**src/rtl/rot_mem_pkg.sv**
```systemverilog
// Shared types and constants for the rotating word-store scheduler.
// Imported by the arbiter, the bus interface and the top level.
package rot_mem_pkg;

  typedef enum logic [1:0] {
    IDLE = 2'd0,
    SEEK = 2'd1,
    RESP = 2'd2
  } state_e;

  localparam logic ID_A = 1'b0;
  localparam logic ID_B = 1'b1;

  function automatic int clog2(input int n);
    int r;
    r = 0;
    while ((1 << r) < n) r++;
    return r;
  endfunction

endpackage

```
**src/rtl/rot_mem_sched_if.sv**
```systemverilog
// Requester, response and store-control signals of the scheduler.
// The scheduler takes the slave side; requesters and the store the master.
interface rot_mem_sched_if #(
  parameter int WORD_COUNT = 32,
  parameter int DATA_W     = 8
);
  localparam int ADDR_W = rot_mem_pkg::clog2(WORD_COUNT);

  logic              a_valid;
  logic              a_ready;
  logic              a_write;
  logic [ADDR_W-1:0] a_addr;
  logic [DATA_W-1:0] a_wdata;
  logic              b_valid;
  logic              b_ready;
  logic              b_write;
  logic [ADDR_W-1:0] b_addr;
  logic [DATA_W-1:0] b_wdata;
  logic              rsp_valid;
  logic              rsp_id;
  logic [DATA_W-1:0] rsp_rdata;
  logic              rot_shift;
  logic              rot_write;
  logic [DATA_W-1:0] rot_wdata;
  logic [DATA_W-1:0] rot_head;
  logic [ADDR_W-1:0] head_ptr;

  modport slave (
    input  a_valid, a_write, a_addr, a_wdata,
    input  b_valid, b_write, b_addr, b_wdata,
    input  rot_head,
    output a_ready, b_ready,
    output rsp_valid, rsp_id, rsp_rdata,
    output rot_shift, rot_write, rot_wdata,
    output head_ptr
  );

  modport master (
    output a_valid, a_write, a_addr, a_wdata,
    output b_valid, b_write, b_addr, b_wdata,
    output rot_head,
    input  a_ready, b_ready,
    input  rsp_valid, rsp_id, rsp_rdata,
    input  rot_shift, rot_write, rot_wdata,
    input  head_ptr
  );

endinterface

```
**src/rtl/rot_mem_sched_rr_arb2.sv**
```systemverilog
// Two-way round-robin arbiter; a tie goes to the side not granted last.
// Grants are only issued while en_i is high.
module rr_arb2
  import rot_mem_pkg::*;
(
  input  logic       clk,
  input  logic       rst_n,
  input  logic       en_i,
  input  logic [1:0] req_i,
  output logic [1:0] gnt_o
);

  logic last_q;

  always_comb begin
    gnt_o = '0;
    if (en_i) begin
      unique case (req_i)
        2'b01:   gnt_o = 2'b01;
        2'b10:   gnt_o = 2'b10;
        2'b11:   gnt_o = (last_q == ID_A) ? 2'b10 : 2'b01;
        default: gnt_o = '0;
      endcase
    end
  end

  always_ff @(posedge clk or negedge rst_n) begin
    if (!rst_n) begin
      last_q <= ID_B;
    end else if (|gnt_o) begin
      last_q <= gnt_o[1] ? ID_B : ID_A;
    end
  end

endmodule

```
**src/rtl/rot_mem_sched.sv**
```systemverilog
// Scheduler turning random-access requests into shift/write sequences
// on a circular shift-register store, tracking the logical head address.
module rot_mem_sched
  import rot_mem_pkg::*;
#(
  parameter int WORD_COUNT = 32,
  parameter int DATA_W     = 8
) (
  input  logic           clk,
  input  logic           rst_n,
  rot_mem_sched_if.slave bus
);

  localparam int ADDR_W = clog2(WORD_COUNT);

  state_e            state_q;
  logic              id_q;
  logic              wr_q;
  logic [ADDR_W-1:0] addr_q;
  logic [DATA_W-1:0] wdata_q;
  logic [ADDR_W-1:0] head_q, head_d;
  logic              rsp_q;
  logic              rsp_id_q;
  logic [DATA_W-1:0] rdata_q;

  logic [1:0] gnt;
  logic       idle;
  logic       hit;
  logic       shift;
  logic       wr_now;

  assign idle   = (state_q == IDLE);
  assign hit    = (head_q == addr_q);
  assign shift  = (state_q == SEEK) && (!hit || wr_q);
  assign wr_now = (state_q == SEEK) && hit && wr_q;
  assign head_d = shift ? head_q + ADDR_W'(1) : head_q;

  rr_arb2 u_arb (
    .clk   (clk),
    .rst_n (rst_n),
    .en_i  (idle),
    .req_i ({bus.b_valid, bus.a_valid}),
    .gnt_o (gnt)
  );

  assign bus.a_ready   = gnt[0];
  assign bus.b_ready   = gnt[1];
  assign bus.rot_shift = shift;
  assign bus.rot_write = wr_now;
  assign bus.rot_wdata = wr_now ? wdata_q : '0;
  assign bus.head_ptr  = head_q;
  assign bus.rsp_valid = rsp_q;
  assign bus.rsp_id    = rsp_id_q;
  assign bus.rsp_rdata = rdata_q;

  always_ff @(posedge clk or negedge rst_n) begin
    if (!rst_n) begin
      state_q  <= IDLE;
      id_q     <= ID_A;
      wr_q     <= 1'b0;
      addr_q   <= '0;
      wdata_q  <= '0;
      head_q   <= '0;
      rsp_q    <= 1'b0;
      rsp_id_q <= 1'b0;
      rdata_q  <= '0;
    end else begin
      head_q   <= head_d;
      rsp_q    <= 1'b0;
      rsp_id_q <= 1'b0;
      rdata_q  <= '0;
      unique case (state_q)
        IDLE: begin
          if (|gnt) begin
            id_q    <= gnt[1] ? ID_B : ID_A;
            wr_q    <= gnt[1] ? bus.b_write : bus.a_write;
            addr_q  <= gnt[1] ? bus.b_addr  : bus.a_addr;
            wdata_q <= gnt[1] ? bus.b_wdata : bus.a_wdata;
            state_q <= SEEK;
          end
        end
        SEEK: begin
          // A write hit still shifts: the new word replaces the leaving head.
          if (hit) begin
            rsp_q    <= 1'b1;
            rsp_id_q <= id_q;
            rdata_q  <= wr_q ? '0 : bus.rot_head;
            state_q  <= RESP;
          end
        end
        RESP: state_q <= IDLE;
        default: state_q <= IDLE;
      endcase
    end
  end

endmodule
```
**src/flat_wrapper.sv**
```systemverilog
// flat-port wrapper written by rule: the top's interface ports become plain ports
module rot_mem_sched_flat import rot_mem_pkg::*;
#(
  parameter int WORD_COUNT = 32,
  parameter int DATA_W     = 8
)
  (clk, rst_n, bus_a_valid, bus_a_write, bus_a_addr, bus_a_wdata, bus_b_valid, bus_b_write, bus_b_addr, bus_b_wdata, bus_rot_head, bus_a_ready, bus_b_ready, bus_rsp_valid, bus_rsp_id, bus_rsp_rdata, bus_rot_shift, bus_rot_write, bus_rot_wdata, bus_head_ptr);
  rot_mem_sched_if #(.WORD_COUNT(WORD_COUNT), .DATA_W(DATA_W)) bus_i ();
  input  logic clk;
  input  logic rst_n;
  input wire logic [$bits(bus_i.a_valid)-1:0] bus_a_valid;
  input wire logic [$bits(bus_i.a_write)-1:0] bus_a_write;
  input wire logic [$bits(bus_i.a_addr)-1:0] bus_a_addr;
  input wire logic [$bits(bus_i.a_wdata)-1:0] bus_a_wdata;
  input wire logic [$bits(bus_i.b_valid)-1:0] bus_b_valid;
  input wire logic [$bits(bus_i.b_write)-1:0] bus_b_write;
  input wire logic [$bits(bus_i.b_addr)-1:0] bus_b_addr;
  input wire logic [$bits(bus_i.b_wdata)-1:0] bus_b_wdata;
  input wire logic [$bits(bus_i.rot_head)-1:0] bus_rot_head;
  output wire logic [$bits(bus_i.a_ready)-1:0] bus_a_ready;
  output wire logic [$bits(bus_i.b_ready)-1:0] bus_b_ready;
  output wire logic [$bits(bus_i.rsp_valid)-1:0] bus_rsp_valid;
  output wire logic [$bits(bus_i.rsp_id)-1:0] bus_rsp_id;
  output wire logic [$bits(bus_i.rsp_rdata)-1:0] bus_rsp_rdata;
  output wire logic [$bits(bus_i.rot_shift)-1:0] bus_rot_shift;
  output wire logic [$bits(bus_i.rot_write)-1:0] bus_rot_write;
  output wire logic [$bits(bus_i.rot_wdata)-1:0] bus_rot_wdata;
  output wire logic [$bits(bus_i.head_ptr)-1:0] bus_head_ptr;
  assign bus_i.a_valid = bus_a_valid;
  assign bus_i.a_write = bus_a_write;
  assign bus_i.a_addr = bus_a_addr;
  assign bus_i.a_wdata = bus_a_wdata;
  assign bus_i.b_valid = bus_b_valid;
  assign bus_i.b_write = bus_b_write;
  assign bus_i.b_addr = bus_b_addr;
  assign bus_i.b_wdata = bus_b_wdata;
  assign bus_i.rot_head = bus_rot_head;
  assign bus_a_ready = bus_i.a_ready;
  assign bus_b_ready = bus_i.b_ready;
  assign bus_rsp_valid = bus_i.rsp_valid;
  assign bus_rsp_id = bus_i.rsp_id;
  assign bus_rsp_rdata = bus_i.rsp_rdata;
  assign bus_rot_shift = bus_i.rot_shift;
  assign bus_rot_write = bus_i.rot_write;
  assign bus_rot_wdata = bus_i.rot_wdata;
  assign bus_head_ptr = bus_i.head_ptr;
  rot_mem_sched #(.WORD_COUNT(WORD_COUNT), .DATA_W(DATA_W)) u_core (.clk(clk), .rst_n(rst_n), .bus(bus_i));
endmodule
```
**config.mk**
```make
export PLATFORM = sky130hd
export DESIGN_NAME = rot_mem_sched_flat
export DESIGN_NICKNAME = d
export VERILOG_FILES = /design/src/rtl/rot_mem_pkg.sv /design/src/rtl/rot_mem_sched_if.sv /design/src/rtl/rot_mem_sched_rr_arb2.sv /design/src/rtl/rot_mem_sched.sv /design/src/flat_wrapper.sv
export SDC_FILE = /design/constraint.sdc
export NUM_CORES = 1
export LEC_CHECK = 0
export BUFFER_PORTS_ARGS = -buffer_cell sky130_fd_sc_hd__buf_4
export CAP_MARGIN = 20
export CORE_AREA = 2 2 68 83
export CTS_CLUSTER_DIAMETER = 150
export CTS_CLUSTER_SIZE = 10
export DETAILED_ROUTE_END_ITERATION = 8
export DIE_AREA = 0 0 70 85
export HOLD_SLACK_MARGIN = 0.02
export PLACE_DENSITY_LB_ADDON = 0.12
export RECOVER_POWER = 100
export SYNTH_ARGS = -nofsm -noshare
export SYNTH_HDL_FRONTEND = slang
export SYNTH_SLANG_ARGS = --single-unit
```
**constraint.sdc**
```tcl
create_clock -name clk -period 4.5 [get_ports clk]
set_input_delay 0.675 -clock clk [delete_from_list [all_inputs] [get_ports clk]]
set_output_delay 0.675 -clock clk [all_outputs]
set_load 0.03 [all_outputs]
```
==> results.sh, run 1 <==
export IMPL_grt_pass1_wl_um=5850
export IMPL_grt_ovfl_total=0
export IMPL_violations="max-capacitance violations, max-slew violations"
export IMPL_postLayoutCoreUtil_pct=39.9
export IMPL_ys_types=26
export IMPL_syn_nets=179
export IMPL_ys_async_sr_fraction_pct=100
export IMPL_synth_area_leaders="dfrtp_1 53%, mux2i_1 9.4%, o21ai_0 5.3%, nand2_1 5.0%, and2_1 4.2%"
export IMPL_startpoint_type="input port"
export IMPL_cts_resized=0
export IMPL_drive_gt1_share_pct=23.7
export IMPL_rr_worst_depth=4
export IMPL_ys_seq_area_share_pct=55.2
export IMPL_cts_hold_repair_buffers=0
export IMPL_synth_top_family_by_area="simple AND/OR/NAND/NOR gates"
export IMPL_setup_viol=0
export IMPL_rows=29
export IMPL_clk_pin_slew_ps=70
export IMPL_synth_top_cell_by_area="dfrtp_1"
export IMPL_criticalPathCategory="input port to flip-flop"
export IMPL_die_h_um=85
export IMPL_coreArea_um2=5150
export IMPL_tightest_slew_ps=2660
export IMPL_grt_pass1_vias=1280
export IMPL_placedInstanceArea_um2=2060
export IMPL_antenna_found_initial=0
export IMPL_first_iter_violations=29
export IMPL_fmax_mhz=326
export IMPL_worstPathRequired_ps=4550
export IMPL_ys_ff_latch=33
export IMPL_cts_tree="yes"
export IMPL_status="complete, but fails checks"
export IMPL_ir_drop_v=0.000252
export IMPL_synth_adder_area_share_pct=0.835
export IMPL_synth_edf_count=0
export IMPL_vias=1247
export IMPL_synthSimpleGateAreaFrac_pct=18.2
export IMPL_layout_min_cycle_time_ps=3070
export IMPL_cts_made_buffers=5
export IMPL_synth_most_common_cell="dfrtp_1"
export IMPL_min_path_cells=2
export IMPL_maxSlewViolCount=65
export IMPL_clock_skew_ps=4.73
export IMPL_ios=67
export IMPL_cp_arrival_ps=3120
export IMPL_slew_headroom_pct=-79.4
export IMPL_place_congestion=0.740
export IMPL_synth_commonest_cells="32 x dfrtp_1, 20 x nand2_1, 16 x o21ai_0"
export IMPL_rsz0062_at_grt="no"
export IMPL_antenna_left=0
export IMPL_syn_area_um2=1500
export IMPL_syn_area_per_cell_um2=10.9
export IMPL_drv_cap=2
export IMPL_die_area_um2=5950
export IMPL_nets=247
export IMPL_synth_compound_area_share_pct=8.77
export IMPL_place_hpwl_um=2640
export IMPL_endpoint_kind="flip-flop"
export IMPL_power_density_nw_per_um2=624
export IMPL_final_area_um2=2060
export IMPL_grt_max_degree=34
export IMPL_drt_vias_per_instance=4.64
export IMPL_die_x_um=70
export IMPL_antenna_cells=0
export IMPL_port_buffers=66
export IMPL_start_util_pct=29.1
export IMPL_ys_warn_count=0
export IMPL_drt_first_pass_iters=4
export IMPL_drc_errors=0
export IMPL_htree_num_levels=2
export IMPL_synth_top_flop_cell="dfrtp_1"
export IMPL_synthMuxAreaShare_pct=10.1
export IMPL_wirelength_um=3530
export IMPL_clock_sinks=33
export IMPL_min_period_over_period_pct=68.2
export IMPL_synth_top_area_share_pct=53.5
export IMPL_grt_use_total_pct=12.4
export IMPL_syn_inst=138
export IMPL_finalHoldViolations=0
export IMPL_post_cts_buffers=0
export IMPL_totalNegativeSetupSlack_ps=0
export IMPL_ctsLongestPathBuffers=2
export IMPL_cts_root_buf="clkbuf_8"
export IMPL_cp_max_fo=30
export IMPL_p_leak_uw=0.00106
export IMPL_syn_to_final_growth_pct=37.3
export IMPL_hold_class="flip-flop to flip-flop"
export IMPL_avgRoutedWirePerCell_um=13.1
export IMPL_clk_latency_ps=280
export IMPL_hold_worst_slack_ps=467
export IMPL_synth_xor_xnor_area_share_pct=4.68
[final cells by class]
cell class / instances / area [um^2]
Clock buffer: 6 / 82.6
Multi-Input combinational cell: 97 / 627
Fill cell: 563 / 3100
Timing Repair Buffer: 67 / 398
Sequential cell: 33 / 827
Inverter: 2 / 7.51
Clock inverter: 2 / 37.5
Tap cell: 62 / 77.6
[metrics by stage]
step	total power, uW	instances	setup slack [ps]
after floorplan	872	138	2080
after global placement	1050	261	1990
after detailed placement	1070	261	1920
after CTS	1360	269	1610
after global routing	1390	269	1010
final	1280	269	1430
[state kept, by name, indices dropped and copies added, names as in the netlist]
signal / flops
u_core.bus.rsp_rdata: 8
u_core.state_q: 2
u_core.wdata_q: 8
u_core.bus.head_ptr: 5
u_core.bus.rsp_id: 1
u_core.wr_q: 1
u_core.id_q: 1
u_core.u_arb.last_q: 1
u_core.addr_q: 5
u_core.bus.rsp_valid: 1
[metal layers]
metal | track usage (%) | routed length (um) | up-vias
met5 | 0 | 0 | -
met4 | 4.20 | 49 | 0
met3 | 4.16 | 246 | 6
met2 | 21.2 | 1770 | 47
met1 | 14.6 | 1460 | 584
li1 | - | - | 610
[worst paths after layout]
kind | slack, ps | to | start
min in group asynchronous | 840 | u_core.bus.rsp_rdata[2]$_DFF_PN0_ | rst_n
max | 1430 | u_core.wdata_q[2]$_DFFE_PN0P_ | bus_a_valid
min | 470 | u_core.id_q$_DFFE_PN0P_ | u_core.id_q$_DFFE_PN0P_
max in group asynchronous | 2640 | u_core.wr_q$_DFFE_PN0P_ | rst_n
min reg2reg | 470 | u_core.id_q$_DFFE_PN0P_ | u_core.id_q$_DFFE_PN0P_
max reg2reg | 2150 | u_core.addr_q[4]$_DFFE_PN0P_ | u_core.state_q[1]$_DFFE_PN0P_
[layout by cell type, fill, tap and decap left out]
| master | synthesis | final |
|---|---|---|
| nor3_1 | 0 | 1 |
| nor2b_1 | 1 | 1 |
| nand2_1 | 20 | 20 |
| nand3_2 | 1 | 1 |
| dfrtp_1 | 32 | 32 |
| buf_4 | 0 | 39 |
| and2_1 | 10 | 1 |
| mux2_1 | 1 | 1 |
| xnor2_1 | 6 | 6 |
| xor2_1 | 2 | 2 |
| bufinv_16 | 0 | 1 |
| nand4_1 | 1 | 2 |
| dfstp_2 | 1 | 1 |
| a31oi_1 | 1 | 1 |
| and2_0 | 0 | 9 |
| clkbuf_8 | 0 | 6 |
| or3b_1 | 1 | 1 |
| and3_1 | 9 | 9 |
| ha_1 | 1 | 1 |
| o31a_1 | 1 | 1 |
| o311ai_0 | 3 | 3 |
| clkbuf_1 | 4 | 28 |
| clkinvlp_4 | 0 | 1 |
| a21oi_1 | 2 | 2 |
| nor2_1 | 4 | 4 |
| mux2i_1 | 14 | 14 |
| o21ai_0 | 16 | 16 |
| inv_1 | 2 | 2 |
| or4b_1 | 1 | 1 |
[where the power goes]
part           leakage [uW]  internal (uW)  switching (uW)
Clock             0.0000574            180             108
Combinational      0.000581            183             302
Sequential         0.000419            414            98.0
Total               0.00106            777             508
[critical path, stage by stage]
cell and delay, ps:
clkbuf_1 110, o21ai_0 2000, o21ai_0 330
[cell families (layout without fill, tap and decap cells)]
kind of cell | Yosys count | in the layout
fa+ha+maj | 1 | 1
flops | 33 | 33
buf+inv | 8 | 77
simple gates | 50 | 50
mux | 15 | 15
xor+xnor | 8 | 8
compound gates | 23 | 23
No activity file was read; power rests on OpenSTA's default activity.
==> run 2: changes to the inputs <==
- ABC_AREA: unset -> 1
- CORE_AREA: 2 2 68 83 -> 2 2 72 87
- DIE_AREA: 0 0 70 85 -> 0 0 74 89
- clock period: 4.5 -> 3.2 ns (I/O delays scaled with it)
==> run 2 against run 1 <==
Compared with the run above:
- the run still ends with max-capacitance violations, max-slew violations left
- sequential power rose by 32%
- sequential cell count unchanged
- die area is 11% higher
- first-iteration DRC count rose by 83%
- non-clock buffer count grew 2
- hold slack worse by 45 ps
- power is 42% higher
- clock power up 5%
- final area grew 5.5%
- combinational power grew 75%
- largest cell class unchanged
- largest power group is now combinational cells
==> results.sh, run 2 <==
export IMPL_drive_gt1_share_pct=20.4
export IMPL_clk_latency_ps=280
export IMPL_synth_area_leaders="dfrtp_1 48%, nand2_1 21%, o21ai_2 6.3%, inv_1 5.1%, nor2_1 4.7%"
export IMPL_cpPeakStageDelay_ps=440
export IMPL_antenna_left=0
export IMPL_cts_resized=0
export IMPL_criticalPathCategory="flip-flop to output pin"
export IMPL_ys_async_sr_fraction_pct=100
export IMPL_r2r_end="u_core.wdata_q[1]$_DFFE_PN0P_"
export IMPL_rsz0062_at_grt="no"
export IMPL_finalHoldViolations=0
export IMPL_r2r_setup_slack_ps=650
export IMPL_ys_ff_latch=33
export IMPL_path_cells="inv_1, nand2_1, nand2_1, nor2_1, nand3_1, nor2_1, nand2_1, nor2_1, clkbuf_1"
export IMPL_ys_seq_area_share_pct=49.3
export IMPL_port_buffers=66
export IMPL_worstPathRequired_ps=2720
export IMPL_swShare_pct=44.7
export IMPL_syn_inst=214
export IMPL_vias=1493
export IMPL_min_path_cells=3
export IMPL_r2r_start="u_core.u_arb.last_q$_DFFE_PN1P_"
export IMPL_grt_use_total_pct=12.9
export IMPL_critPathTopFamily="simple AND/OR/NAND/NOR gates"
export IMPL_min_period_over_period_pct=82.1
export IMPL_power_density_nw_per_um2=841
export IMPL_place_hpwl_um=2810
export IMPL_combPwrFrac_pct=46.5
export IMPL_antenna_cells=0
export IMPL_cp_buffers_inverters=2
export IMPL_clk_pin_slew_ps=70
export IMPL_antenna_found_initial=0
export IMPL_avgRoutedWirePerCell_um=10.6
export IMPL_nets=324
export IMPL_cts_tree="yes"
export IMPL_clock_sinks=33
export IMPL_power_internal_uw=1010
export IMPL_synth_edf_count=0
export IMPL_coreArea_um2=5670
export IMPL_ir_drop_v=0.000256
export IMPL_synth_commonest_cells="93 x nand2_1, 32 x dfrtp_1, 23 x inv_1"
export IMPL_dp_cells=356
export IMPL_ys_types=23
export IMPL_final_cells=364
export IMPL_synth_top_cell_by_area="dfrtp_1"
export IMPL_synth_top_area_share_pct=47.8
export IMPL_endpoint_kind="output pin"
export IMPL_status="complete, but fails checks"
export IMPL_p_leak_uw=0.00118
export IMPL_seqPwrFrac_pct=37.0
export IMPL_synth_most_common_cell="nand2_1"
export IMPL_cp_arrival_ps=2150
export IMPL_tightest_slew_ps=1750
export IMPL_cts_hold_repair_buffers=0
export IMPL_clock_power_share_pct=16.5
export IMPL_syn_nets=255
export IMPL_grt_ovfl_total=0
export IMPL_startpoint_type="flip-flop"
export IMPL_final_common_cell="nand2_1"
export IMPL_rr_worst_depth=8
export IMPL_cts_made_buffers=5
export IMPL_wirelength_um=3860
export IMPL_grt_pass1_vias=1400
export IMPL_p_switching_uw=815
export IMPL_setup_viol=0
export IMPL_rows=30
export IMPL_drv_cap=1
export IMPL_first_iter_violations=53
export IMPL_grt_pass1_wl_um=6380
export IMPL_htree_num_levels=2
export IMPL_die_area_um2=6590
export IMPL_cp_max_fo=9
export IMPL_syn_area_um2=1680
export IMPL_path_depth=9
export IMPL_fmax_mhz=380
export IMPL_synth_top_flop_cell="dfrtp_1"
export IMPL_drc_errors=0
export IMPL_syn_to_final_growth_pct=29.4
export IMPL_post_cts_buffers=0
export IMPL_grt_max_degree=34
export IMPL_start_util_pct=29.6
export IMPL_syn_area_per_cell_um2=7.83
export IMPL_final_cell_mix="94 x nand2_1, 43 x buf_4, 32 x dfrtp_1, 27 x clkbuf_1, 23 x inv_1"
export IMPL_drt_vias_per_instance=4.10
export IMPL_hp_start="bus_rot_head[6]"
export IMPL_slowest_stage="dfrtp_1"
export IMPL_layout_min_cycle_time_ps=2630
export IMPL_hold_end="u_core.bus.rsp_rdata[6]$_DFF_PN0_"
export IMPL_clock_skew_ps=6.60
export IMPL_ys_warn_count=0
export IMPL_violations="max-capacitance violations, max-slew violations"
export IMPL_drt_first_pass_iters=4
export IMPL_power_total_uw=1820
export IMPL_totalNegativeSetupSlack_ps=0
export IMPL_place_congestion=0.720
export IMPL_die_h_um=89
export IMPL_die_x_um=74
export IMPL_ctsLongestPathBuffers=2
export IMPL_slew_headroom_pct=-16.8
export IMPL_cts_root_buf="clkbuf_8"
export IMPL_maxSlewViolCount=34
export IMPL_hold_class="input port to flip-flop"
export IMPL_ios=67
run 2: cell types whose count changed after synthesis, moves of 10 or more:
cell / before / now
and2_1: 10 / 0
o21ai_0: 16 / 2
inv_1: 2 / 23
nor2_1: 4 / 21
mux2i_1: 14 / 0
nand2_1: 20 / 93
o21ai_2: 0 / 12
run 2: worst register-to-register path, stage by stage, from the launching register on:
cell and delay (ps):
dfstp_2 530, nand2_1 60, nand3_2 60, clkbuf_1 550, inv_2 300, or2_1 510, buf_4 280, nand2_1 70
o21ai_0 80
run 2: layer usage:
| metal | track usage, % | vias up | routed length [um] |
|---|---|---|---|
| li1 | - | 780 | - |
| met2 | 20.1 | 62 | 1710 |
| met1 | 16.2 | 646 | 1750 |
| met5 | 0 | - | 0 |
| met3 | 4.62 | 5 | 340 |
| met4 | 5.45 | 0 | 63 |
run 2: stage by stage:
step | util (%) | hold WS (ps) | area, um^2 | setup slack (ps)
after floorplan | - | 184 | 1680 | 1030
after global placement | 39.6 | 456 | 2240 | 878
after detailed placement | 39.6 | 453 | 2240 | 875
after CTS | 41.0 | 140 | 2330 | 745
after global routing | 38.3 | 428 | 2170 | 280
final | 38.3 | 422 | 2170 | 571
run 2: layout make-up:
cell class | count | area, um^2
flip-flops and latches | 33 | 827
well taps | 80 | 100
clock inverters | 2 | 10.0
repair buffers | 69 | 420
inverters | 24 | 90.1
fillers | 650 | 3500
multi-input cells | 150 | 649
clock buffers | 6 | 72.6
run 2: power groups by stage:
stage	sequential (uW)	clock [uW]	combinational (uW)
after floorplan	755	0	647
after global placement	679	0	988
after detailed placement	684	0	992
after CTS	679	312	998
after global routing	696	333	973
final	675	301	849
run 2: cell families (layout without fill, tap and decap cells):
kind of cell	count (synthesis)	in the layout	share of synthesized area, %
XOR/XNOR	4	4	2.09
adder cells (fa/ha/maj)	1	1	0.746
buffers and inverters	31	101	8.43
AO/OA/AOI/OAI	15	15	7.39
flip-flops	33	33	49.3
AND/OR/NAND/NOR	130	130	32.0
run 2: worst max path at each step:
stage                                         end  slack (ps)                                from
floorplan                        bus_rot_wdata[0]        1030  u_core.bus.head_ptr[0]$_DFFE_PN0P_
global placement    u_core.wdata_q[1]$_DFFE_PN0P_         880                         bus_a_valid
detailed placement  u_core.wdata_q[1]$_DFFE_PN0P_         870                         bus_a_valid
CTS                                 bus_rot_shift         750  u_core.bus.head_ptr[0]$_DFFE_PN0P_
global route                        bus_rot_shift         280  u_core.bus.head_ptr[0]$_DFFE_PN0P_
finish                           bus_rot_wdata[7]         570  u_core.bus.head_ptr[0]$_DFFE_PN0P_
